$ cat config.mk
export PLATFORM = sky130hd
export DESIGN_NAME = mvm_y_collector
export DESIGN_NICKNAME = d
export VERILOG_FILES = /design/src/rtl/mvm_y_collector.sv
export SDC_FILE = /design/constraint.sdc
export NUM_CORES = 1
export LEC_CHECK = 0
export ABC_AREA = 1
export CAP_MARGIN = 20
export CORE_MARGIN = 8
export CORE_UTILIZATION = 63
export CTS_CLUSTER_DIAMETER = 30
export DETAILED_ROUTE_END_ITERATION = 12
export GPL_TIMING_DRIVEN = 0
export PLACE_DENSITY = 0.81
export SYNTH_ARGS = -nofsm -noshare
export SYNTH_HDL_FRONTEND = slang
export SYNTH_SLANG_ARGS = --single-unit
$ cat constraint.sdc
create_clock -name clk -period 3.24 [get_ports clk]
set_clock_uncertainty 0.1 [all_clocks]
set_input_delay 0.324 -clock clk [delete_from_list [all_inputs] [get_ports clk]]
set_output_delay 0.324 -clock clk [all_outputs]
set_load 0.01 [all_outputs]
$ cat src/rtl/mvm_y_collector.sv
// Purpose: captures the K-entry y result that the upstream mvm block streams out
//          after its done pulse, then replays it to a valid/ready consumer.
// Latency: first out_valid K+1 cycles after done; K beats in K cycles when out_ready stays high.
// Backpressure: out_ready low stalls DRAIN with out_data/out_index held; capture itself never stalls,
//          so a done that arrives while busy is dropped and recorded in the sticky overflow flag.
//
// Ports:
//   clk, reset (async, active-low)
//   done, data_in             : upstream result stream (done pulse, then K values on consecutive cycles)
//   out_valid/out_ready/out_data/out_index/out_last : consumer handshake
//   busy, overflow, clr_ovf   : status and sticky-drop flag with synchronous clear
//
// Build option: define MVM_Y_RELU_EN to clamp negative values to zero on out_data.

module mvm_y_collector #(
  parameter int K    = 16,
  parameter int logK = 4,
  parameter int b    = 8
) (
  input  logic                  clk,
  input  logic                  reset,
  input  logic                  done,
  input  logic signed [2*b-1:0] data_in,
  output logic                  out_valid,
  input  logic                  out_ready,
  output logic signed [2*b-1:0] out_data,
  output logic [logK-1:0]       out_index,
  output logic                  out_last,
  output logic                  busy,
  output logic                  overflow,
  input  logic                  clr_ovf
);

  typedef enum logic [1:0] {
    IDLE    = 2'd0,
    CAPTURE = 2'd1,
    DRAIN   = 2'd2
  } state_t;

  localparam logic [logK-1:0] LAST_IDX = logK'(K - 1);
  localparam logic [logK-1:0] ONE      = logK'(1);
  localparam logic [logK-1:0] ZERO     = '0;

  state_t          state_q, state_d;
  logic [logK-1:0] cnt_q, cnt_d;
  logic [logK-1:0] rd_q, rd_d;
  logic            ovf_q, ovf_d;

  // Result storage: deliberately not reset, contents are only read after a full capture.
  logic signed [2*b-1:0] buf_q [K];

  logic                  buf_we;
  logic                  xfer;
  logic                  final_xfer;
  logic                  ovf_set;
  logic signed [2*b-1:0] rd_val;

  always_comb begin
    state_d    = state_q;
    cnt_d      = cnt_q;
    rd_d       = rd_q;
    ovf_d      = ovf_q;
    ovf_set    = 1'b0;
    buf_we     = (state_q == CAPTURE);
    xfer       = (state_q == DRAIN) && out_ready;
    final_xfer = xfer && (rd_q == LAST_IDX);

    case (state_q)
      IDLE: begin
        if (done) begin
          state_d = CAPTURE;
          cnt_d   = ZERO;
        end
      end

      CAPTURE: begin
        // The upstream block cannot be stalled, so a new done here is lost.
        ovf_set = done;
        if (cnt_q == LAST_IDX) begin
          state_d = DRAIN;
          cnt_d   = ZERO;
          rd_d    = ZERO;
        end else begin
          cnt_d = cnt_q + ONE;
        end
      end

      DRAIN: begin
        // A done that coincides with the last beat can be taken immediately:
        // the buffer slot 0 write happens one cycle later, after the read finished.
        ovf_set = done && !final_xfer;
        if (xfer) begin
          if (final_xfer) begin
            rd_d = ZERO;
            if (done) begin
              state_d = CAPTURE;
              cnt_d   = ZERO;
            end else begin
              state_d = IDLE;
            end
          end else begin
            rd_d = rd_q + ONE;
          end
        end
      end

      default: begin
        state_d = IDLE;
        cnt_d   = ZERO;
        rd_d    = ZERO;
      end
    endcase

    // Set has priority so a drop on the clearing cycle is not lost.
    if (clr_ovf) begin
      ovf_d = 1'b0;
    end
    if (ovf_set) begin
      ovf_d = 1'b1;
    end
  end

  always_ff @(posedge clk or negedge reset) begin
    if (!reset) begin
      state_q <= IDLE;
      cnt_q   <= '0;
      rd_q    <= '0;
      ovf_q   <= 1'b0;
    end else begin
      state_q <= state_d;
      cnt_q   <= cnt_d;
      rd_q    <= rd_d;
      ovf_q   <= ovf_d;
    end
  end

  always_ff @(posedge clk) begin
    if (buf_we) begin
      buf_q[cnt_q] <= data_in;
    end
  end

  assign rd_val = buf_q[rd_q];

  always_comb begin
    out_valid = (state_q == DRAIN);
    busy      = (state_q != IDLE);
    out_index = rd_q;
    out_last  = out_valid && (rd_q == LAST_IDX);
    overflow  = ovf_q;
    out_data  = '0;
    if (out_valid) begin
`ifdef MVM_Y_RELU_EN
      out_data = rd_val[2*b-1] ? '0 : rd_val;
`else
      out_data = rd_val;
`endif
    end
  end

endmodule

==> impl_metrics.env, run 1 <==
export IMPL_syn2layout_area_growth_pct=21.10
export IMPL_firstDrtPassIters=6
export IMPL_clk_latency_ns=0.53
export IMPL_die_h_um=151.8
export IMPL_required_ns=2.82
export IMPL_cpPeakStageDelay_ns=0.57
export IMPL_finalMaxSlewViolations=0
export IMPL_tightest_slew_ns=1.045
export IMPL_endpoint_kind="primary output"
export IMPL_antenna_found_initial=0
export IMPL_ys_ff_latch=267
export IMPL_crit_type="reg2out"
export IMPL_cts_hold_fix_buffers=0
export IMPL_maxCapViolCount=0
export IMPL_outcome="complete, no violations"
export IMPL_p_leak_nw=5.895
export IMPL_port_buffers=44
export IMPL_die_x_um=151.8
export IMPL_final_nets=1243
export IMPL_grt_overflow=0
export IMPL_synth_edf_count=256
export IMPL_ant_nets=0
export IMPL_cts_max_path_buffers=3
export IMPL_path_clk_slew_ns=0.05
export IMPL_peakVddDrop_v=0.0006131
export IMPL_p_per_area_nw_per_um2=892.8
export IMPL_fmaxAchievable_mhz=309.3
export IMPL_yosysSeqAreaShare=0.6849
export IMPL_netlist_top_cells_count="402 x nand2_1, 256 x edfxtp_1, 169 x nand3_1"
export IMPL_wl_per_cell_um=22.87
export IMPL_grt_pass1_vias=8671
export IMPL_synthMuxAreaShare=0
export IMPL_rsz0062_at_grt="yes"
export IMPL_slew_limit_headroom=0.3023
export IMPL_async_flop_share=0.04120
export IMPL_crit_family="buffers and inverters"
export IMPL_routabilityCongestion=0.9349
export IMPL_synth_largest_area_cell="edfxtp_1"
export IMPL_die_area_um2=23060
export IMPL_synth_most_common_cell="nand2_1"
export IMPL_row_count=49
export IMPL_syn_num_nets=1141
export IMPL_layout_min_cycle_time_ns=3.233
export IMPL_cts_buffers=44
export IMPL_grt_max_degree=17
export IMPL_diodes=0
export IMPL_ys_types=23
export IMPL_path_max_fanout=10
export IMPL_worst_path_most_repeated_cell="nand2_1"
export IMPL_grt_pass1_wl_um=50340
export IMPL_synth_top_family_by_area="simple AND/OR/NAND/NOR gates"
export IMPL_drt_total_wl_um=33730
export IMPL_drt_iter0_markers=1425
export IMPL_period_share=0.9978
export IMPL_yosys_area_share_simple=0.2115
export IMPL_vias=8834
export IMPL_hold_violations=0
export IMPL_synth_compound_area_frac=0.01474
export IMPL_clockRootBuffer="clkbuf_16"
export IMPL_min_path_type="in2async"
export IMPL_via_per_inst=5.989
export IMPL_grt_use_total=0.2842
export IMPL_ys_warn_count=0
export IMPL_netlist_top_cells_area="edfxtp_1 66%, nand2_1 13%, nand3_1 7.3%"
export IMPL_final_cell_area_um2=14080
export IMPL_num_io_pins=45
export IMPL_crit_arrival_ns=2.81
export IMPL_syn_cell_area_um2=11630
export IMPL_cts_tree="built"
export IMPL_avgSynthCellArea_um2=10.46
export IMPL_htree_levels=2
export IMPL_crit_buf_inv=5
export IMPL_yosys_area_share_xor_xnor=0.001507
export IMPL_crit_chain="buf_4 -> inv_4 -> buf_12 -> buf_6 -> nand2_1 -> nand2_1 -> nand2_1 -> nand3_1 -> nand3_1 -> a21oi_1 -> clkdlybuf4s50_1"
export IMPL_drive_gt1_frac=0.1316
export IMPL_setup_viol=0
export IMPL_syn_inst=1111
export IMPL_initial_core_util=0.6450
export IMPL_start_kind="flop"
export IMPL_cpMaxStageDelayCell="clkdlybuf4s50_1"
export IMPL_clock_sinks=267
export IMPL_route_detailed_drc=0
export IMPL_synth_top_cell_area_share=0.6612
export IMPL_synthFlopType="edfxtp_1"
export IMPL_dp_hpwl_um=20820
export IMPL_rrSetupSlack_ns=0.65
export IMPL_finalSetupTns_ns=0
export IMPL_placed_area_um2=12550
export IMPL_core_area_um2=18020
export IMPL_synth_fa_ha_area_frac=0.009686
-- power by group --
part	switching (mW)	internal, mW
clock	1.59	2.88
sequential	0.0734	3.97
combinational	2.77	1.28
total	4.44	8.13
-- flip-flops by register name (all words and copies together), names as in the netlist --
| name | flops |
|---|---|
| out_index | 4 |
| cnt_q | 4 |
| overflow | 1 |
| buf_q | 256 |
| state_q | 2 |
-- stage by stage --
stage	utilization	setup WS, ns	cells	hold WS [ns]	power (mW)
after floorplan	-	1.083	1111	-0.07159	6.413
after global placement	0.6853	0.2950	1384	0.4251	7.675
after detailed placement	0.6960	0.3879	1395	0.4260	7.827
after CTS	0.7764	-0.03651	1474	0.06360	12.34
after global routing	0.7811	-0.03244	1475	0.1069	12.99
final	0.7811	0.007046	1475	0.05813	12.57
-- worst paths after layout --
kind / startpoint / endpoint / cells after the start
min reg2reg: overflow / overflow / 2
max in group asynchronous: reset / cnt_q[1] / 1
min: reset / state_q[1] / 1
max reg2reg: state_q[1] / buf_q[9][11] / 6
min in group clk: clr_ovf / overflow / 2
max: out_index[0] / out_data[13] / 11
-- routing by layer --
metal	global-route usage	wire, um	vias to the layer above
met3	0.08609	4736	134
met1	0.3642	11980	4116
met5	0	0	-
met4	0.1622	2053	0
met2	0.4239	14960	713
li1	-	-	3871
-- what timing repair did --
item,in CTS,in global routing
endpoints found under the setup margin,16,16
gates resized for setup,13,32
pin swaps,0,2
buffers inserted,0,1
-- placed cells by master (no fill, tap or decap), types with 10 or more instances in the layout --
cell type and n:
o21ai_0 10, edfxtp_1 256, nand2_1 402, buf_6 13
clkbuf_16 45, clkdlybuf4s50_1 42, buf_2 16, nor2_1 12
dfrtp_1 11, nor2_2 15, nand3_1 164, a21oi_1 11
inv_1 143
-- layout make-up --
type                       count  area (um2)
sequential                   267        7963
fill                        1022        3945
multi-input combinational    642        2853
clock buffer                  52        1162
timing repair buffer          56       610.6
inverter                     147       554.3
buffer                        55       391.6
tap                          229       286.5
clock inverter                27       259.0
-- cell families after synthesis --
logic type                 count (synthesis)
buffers and inverters                    202
and+or+nand+nor                          598
adders and majority gates                  9
xor gates and xnor gates                   2
DFF                                      267
AOI/OAI and AO/OA                         33
No activity file was read; power rests on OpenSTA's default activity.
==> run 2: changes to the inputs <==
--- a/config.mk
+++ b/config.mk
@@ -12,6 +12,7 @@
 export CTS_CLUSTER_DIAMETER = 30
 export DETAILED_ROUTE_END_ITERATION = 12
 export GPL_TIMING_DRIVEN = 0
+export HOLD_SLACK_MARGIN = 0.08
 export PLACE_DENSITY = 0.81
 export SYNTH_ARGS = -nofsm -noshare
 export SYNTH_HDL_FRONTEND = slang
==> run 2 against run 1 <==
Total power down 0.10%; worst setup slack worse by 0.0046 ns; flip-flop and latch count unchanged; clock power about the same; core utilization up 0.083 points; combinational power about the same; via count down 0.15%.
==> impl_metrics.env, run 2 (synthesized netlist as in run 1, its figures left out) <==
export IMPL_outcome="complete, no violations"
export IMPL_path_max_fanout=10
export IMPL_routabilityCongestion=0.9349
export IMPL_route_detailed_drc=0
export IMPL_top_register="buf_q"
export IMPL_intPower_mw=8.135
export IMPL_dp_cells=1395
export IMPL_vias=8821
export IMPL_syn2layout_area_growth_pct=21.23
export IMPL_htree_levels=2
export IMPL_endpoint_kind="primary output"
export IMPL_rrSetupSlack_ns=0.65
export IMPL_final_cell_mix="402 x nand2_1, 256 x edfxtp_1, 164 x nand3_1, 143 x inv_1, 45 x clkbuf_16"
export IMPL_path_clk_slew_ns=0.05
export IMPL_grt_overflow=0
export IMPL_slew_limit_headroom=0.3001
export IMPL_worstSetupStartpoint="out_index[0]"
export IMPL_p_clk_frac=0.356
export IMPL_finalMaxSlewViolations=0
export IMPL_required_ns=2.82
export IMPL_cts_tree="built"
export IMPL_antenna_found_initial=0
export IMPL_port_buffers=44
export IMPL_peakVddDrop_v=0.0006191
export IMPL_final_nets=1244
export IMPL_grt_use_total=0.2843
export IMPL_met2_usage=0.4239
export IMPL_grt_max_degree=17
export IMPL_r2r_cells=6
export IMPL_largest_reg_flops=256
export IMPL_dp_hpwl_um=20820
export IMPL_grt_pass1_vias=8671
export IMPL_p_seq_frac=0.322
export IMPL_endpoint="out_data[6]"
export IMPL_fmaxAchievable_mhz=308.9
export IMPL_row_count=49
export IMPL_finalSetupTns_ns=0
export IMPL_clock_sinks=267
export IMPL_p_leak_nw=5.904
export IMPL_initial_core_util=0.6450
export IMPL_power_frac_comb=0.322
export IMPL_num_io_pins=45
export IMPL_period_share=0.9992
export IMPL_min_path_type="in2reg"
export IMPL_busiest_layer="met2"
export IMPL_tightest_slew_ns=1.049
export IMPL_clockRootBuffer="clkbuf_16"
export IMPL_layout_min_cycle_time_ns=3.238
export IMPL_drt_iter0_markers=1417
export IMPL_cts_buffers=44
export IMPL_via_per_inst=5.976
export IMPL_fin_cells=1476
export IMPL_drt_total_wl_um=33580
export IMPL_multi_input_area_um2=2856
export IMPL_r2r_end="buf_q[9][11]"
export IMPL_firstDrtPassIters=8
export IMPL_p_per_area_nw_per_um2=891.0
export IMPL_cts_max_path_buffers=3
export IMPL_ant_nets=0
export IMPL_drive_gt1_frac=0.1315
export IMPL_sw_frac_of_total=0.3522
export IMPL_setup_viol=0
export IMPL_r2r_start="state_q[1]"
export IMPL_fillers=1018
export IMPL_placed_area_um2=12550
export IMPL_crit_arrival_ns=2.81
export IMPL_start_kind="flop"
export IMPL_die_x_um=151.8
export IMPL_crit_type="reg2out"
export IMPL_die_area_um2=23060
export IMPL_wl_per_cell_um=22.75
export IMPL_met1_usage=0.3640
export IMPL_clk_latency_ns=0.53
export IMPL_final_common_cell="nand2_1"
export IMPL_maxCapViolCount=0
export IMPL_hold_violations=0
export IMPL_die_h_um=151.8
export IMPL_rsz0062_at_grt="yes"
export IMPL_core_area_um2=18020
export IMPL_use_met3=0.08665
export IMPL_diodes=0
export IMPL_grt_pass1_wl_um=50350
export IMPL_switchingPower_mw=4.423
export IMPL_power_mw=12.56
export IMPL_final_cell_area_um2=14090
export IMPL_seq_area_um2=7963
## run 2: cell types whose count changed in the layout (fill, tap and decap cells not counted), sizes merged
cell,change
buf,-1
dlygate4sd3,+1
clkbuf,+1
## run 2: worst min path at each step
stage | depth (start not counted) | end | slack, ns | startpoint
after CTS | 2 | overflow | 0.29 | clr_ovf
after floorplan | 0 | cnt_q[0] | -0.07 | reset
after detailed placement | 2 | overflow | 0.43 | overflow
after global placement | 2 | overflow | 0.43 | overflow
final | 2 | overflow | 0.29 | clr_ovf
after global routing | 2 | overflow | 0.31 | clr_ovf
## run 2: cell type report
type	count	share of cell area
timing repair buffer	57	0.04403
sequential	267	0.5649
inverter	147	0.03933
clock inverter	27	0.01838
clock buffer	52	0.08247
buffer	55	0.02787
multi-input combinational	642	0.2027
tap	229	0.02033
## run 2: routing by layer
layer,share of wire,wire (um)
met2,0.45,14960
met3,0.14,4669
met4,0.061,2046
met1,0.35,11910
met5,0,0
## run 2: critical path, stage by stage (launching register included)
cell and delay [ns]:
dfrtp_1 0.39, buf_4 0.18, buf_6 0.15, buf_2 0.21
nand2_1 0.10, nand3_1 0.09, nand3_1 0.19, nand3_1 0.19
a21oi_2 0.22, clkdlybuf4s50_1 0.56
## run 2: what timing repair did
action	CTS	global route
endpoints found under the setup margin	16	16
hold buffers	1	0
setup buffers	0	1
endpoints found under the hold margin	11	0
pin swaps	0	2
gates resized for setup	13	33
## run 2: through the flow
stage | hold slack, ns | utilization | worst slack [ns]
finish | 0.2947 | 0.7820 | 0.002452
global route | 0.3145 | 0.7820 | -0.04130
CTS | 0.2878 | 0.7770 | -0.03651
detailed placement | 0.4260 | 0.6960 | 0.3879
global placement | 0.4251 | 0.6853 | 0.2950
floorplan | -0.07159 | - | 1.083
## run 2: power groups by stage
stage                     clock, mW  sequential [mW]  combinational, mW
after detailed placement          0             4.11               3.72
final                          4.47             4.05               4.05
after global routing           4.64             4.05               4.30
after global placement            0             4.11               3.57
after floorplan                   0             4.10               2.32
after CTS                      4.46             4.05               3.83
==> run 3: changes to the inputs <==
--- a/config.mk
+++ b/config.mk
@@ -14,6 +14,7 @@
 export GPL_TIMING_DRIVEN = 0
 export HOLD_SLACK_MARGIN = 0.08
 export PLACE_DENSITY = 0.81
+export SLEW_MARGIN = 30
 export SYNTH_ARGS = -nofsm -noshare
 export SYNTH_HDL_FRONTEND = slang
 export SYNTH_SLANG_ARGS = --single-unit
==> run 3 against run 2 <==
The flow now finishes with violations (setup timing); via count is 0.34% higher; highest routed layer unchanged; worst hold slack worse by 0.016 ns; maximum frequency shrank 1.1%; global-route usage rose by 0.061 points; final area up 0.82%.
==> impl_metrics.env, run 3 (synthesized netlist as in run 1, its figures left out) <==
export IMPL_slew_limit_headroom=0.3742
export IMPL_die_x_um=151.8
export IMPL_crit_chain="buf_4 -> buf_6 -> buf_2 -> nand2_1 -> nand3_1 -> nand3_1 -> nand3_1 -> a21oi_1 -> clkdlybuf4s50_1"
export IMPL_clk_latency_ns=0.52
export IMPL_firstDrtPassIters=5
export IMPL_sw_frac_of_total=0.3460
export IMPL_path_clk_slew_ns=0.05
export IMPL_num_io_pins=45
export IMPL_die_h_um=151.8
export IMPL_start_kind="flop"
export IMPL_grt_overflow=0
export IMPL_final_cell_mix="402 x nand2_1, 256 x edfxtp_1, 165 x nand3_1, 143 x inv_1, 45 x clkbuf_16"
export IMPL_ant_nets=0
export IMPL_initial_core_util=0.6450
export IMPL_wl_met2_um=15160
export IMPL_intPower_mw=8.476
export IMPL_fmaxAchievable_mhz=305.4
export IMPL_grt_max_degree=17
export IMPL_p_seq_frac=0.312
export IMPL_layout_min_cycle_time_ns=3.274
export IMPL_path_depth=9
export IMPL_min_path_type="in2reg"
export IMPL_path_max_fanout=10
export IMPL_route_detailed_drc=0
export IMPL_syn2layout_area_growth_pct=22.22
export IMPL_power_frac_comb=0.310
export IMPL_period_share=1.011
export IMPL_whs_path_depth=2
export IMPL_drt_total_wl_um=33880
export IMPL_clockRootBuffer="clkbuf_16"
export IMPL_endpoint_kind="primary output"
export IMPL_core_area_um2=18020
export IMPL_top_register="buf_q"
export IMPL_peakVddDrop_v=0.0006117
export IMPL_vias=8851
export IMPL_outcome="finished, violations left"
export IMPL_htree_levels=2
export IMPL_maxCapViolCount=0
export IMPL_port_buffers=44
export IMPL_hold_violations=0
export IMPL_largest_reg_flops=256
export IMPL_final_core_util=0.7884
export IMPL_switchingPower_mw=4.485
export IMPL_p_per_area_nw_per_um2=912.2
export IMPL_final_nets=1243
export IMPL_crit_buf_inv=4
export IMPL_failed_checks="setup timing"
export IMPL_final_common_cell="nand2_1"
export IMPL_row_count=49
export IMPL_cpMaxStageDelayCell="clkdlybuf4s50_1"
export IMPL_wl_met1_um=12320
export IMPL_antenna_found_initial=0
export IMPL_cts_tree="built"
export IMPL_layout_setup_ws_ns=-0.03420
export IMPL_crit_type="reg2out"
export IMPL_diodes=0
export IMPL_route_met3_wl_um=4325
export IMPL_cpPeakStageDelay_ns=0.58
export IMPL_tightest_slew_ns=0.9377
export IMPL_worst_path_most_repeated_cell="nand3_1"
export IMPL_top_layer="met4"
export IMPL_drt_iter0_markers=1308
export IMPL_clock_sinks=267
export IMPL_setup_viol=2
export IMPL_fin_cells=1474
export IMPL_dp_hpwl_um=21020
export IMPL_via_per_inst=6.005
export IMPL_grt_pass1_vias=8711
export IMPL_routabilityCongestion=0.9349
export IMPL_crit_family="buffers and inverters"
export IMPL_fillers=1002
export IMPL_cts_max_path_buffers=3
export IMPL_grt_use_total=0.2849
export IMPL_p_leak_nw=5.990
export IMPL_rsz0062_at_grt="yes"
export IMPL_required_ns=2.82
export IMPL_r2r_cells=6
export IMPL_die_area_um2=23060
export IMPL_grt_pass1_wl_um=50250
export IMPL_wl_per_cell_um=22.99
export IMPL_dp_cells=1395
export IMPL_crit_arrival_ns=2.85
export IMPL_drive_gt1_frac=0.1325
export IMPL_p_clk_frac=0.378
export IMPL_finalMaxSlewViolations=0
export IMPL_cts_buffers=43
-- run 3: cell types whose count changed in the layout (fill, tap and decap cells not counted), moves of 5 or more --
cell,change
buf_6,+7
clkinv_2,-7
buf_8,-6
clkbuf_4,-6
bufinv_16,+5
clkinvlp_4,+5
-- run 3: final cells by class --
type	count	area (um2)	area share
well taps	229	286.5	0.02016
clock inverters	30	411.6	0.02897
inverters	147	554.3	0.03901
repair buffers	57	608.1	0.04279
flip-flops and latches	267	7963	0.5604
plain buffers	55	381.6	0.02686
clock buffers	47	1134	0.07977
multi-input cells	642	2872	0.2021
-- run 3: layer usage --
layer | up-vias | track usage
met5 | - | 0
met4 | 0 | 0.1777
met3 | 129 | 0.07254
met2 | 701 | 0.4328
met1 | 4165 | 0.3613
li1 | 3856 | -
-- run 3: through the flow --
step                      power [mW]  setup TNS, ns  hold WS, ns  cell area, um2  worst slack, ns
after detailed placement       7.810              0       0.4224           12540           0.3714
after global routing           13.35      -0.006854       0.2999           14210        -0.004903
final                          12.96       -0.05068       0.2784           14210         -0.03420
after global placement         7.675              0       0.4251           12350           0.2950
after CTS                      12.77              0       0.2723           14140         0.006877
after floorplan                6.413              0     -0.07159           11630            1.083
-- run 3: final timing paths --
path / end / slack (ns) / start
min in group asynchronous: overflow / 0.63 / reset
setup / recovery: out_data[2] / -0.03 / out_index[0]
hold / removal: overflow / 0.28 / clr_ovf
max in group asynchronous: cnt_q[0] / 2.04 / reset
hold reg to reg: overflow / 0.44 / overflow
setup reg to reg: buf_q[3][7] / 0.76 / state_q[1]
-- run 3: power by group through the flow --
stage	registers, mW	clock network, mW	logic [mW]
after floorplan	4.10	0	2.32
after global placement	4.11	0	3.57
after detailed placement	4.11	0	3.70
after CTS	4.04	4.87	3.85
after global routing	4.06	5.02	4.28
final	4.05	4.90	4.02
-- run 3: worst reg2reg max path: cells and delay by family (launching register included) --
kind,cells,cell delay [ns]
AND/OR/NAND/NOR,2,0.93
buffers and inverters,3,0.61
flip-flops,1,0.41
adder cells (fa/ha/maj),1,0.14
-- run 3: what timing repair did --
action | 4_1_cts | 5_1_grt
pin swaps | 0 | 2
hold buffers | 1 | 0
resized for setup | 17 | 24
endpoints found under the hold margin | 11 | 0
setup endpoints to repair | 16 | 15
buffers inserted | 0 | 1
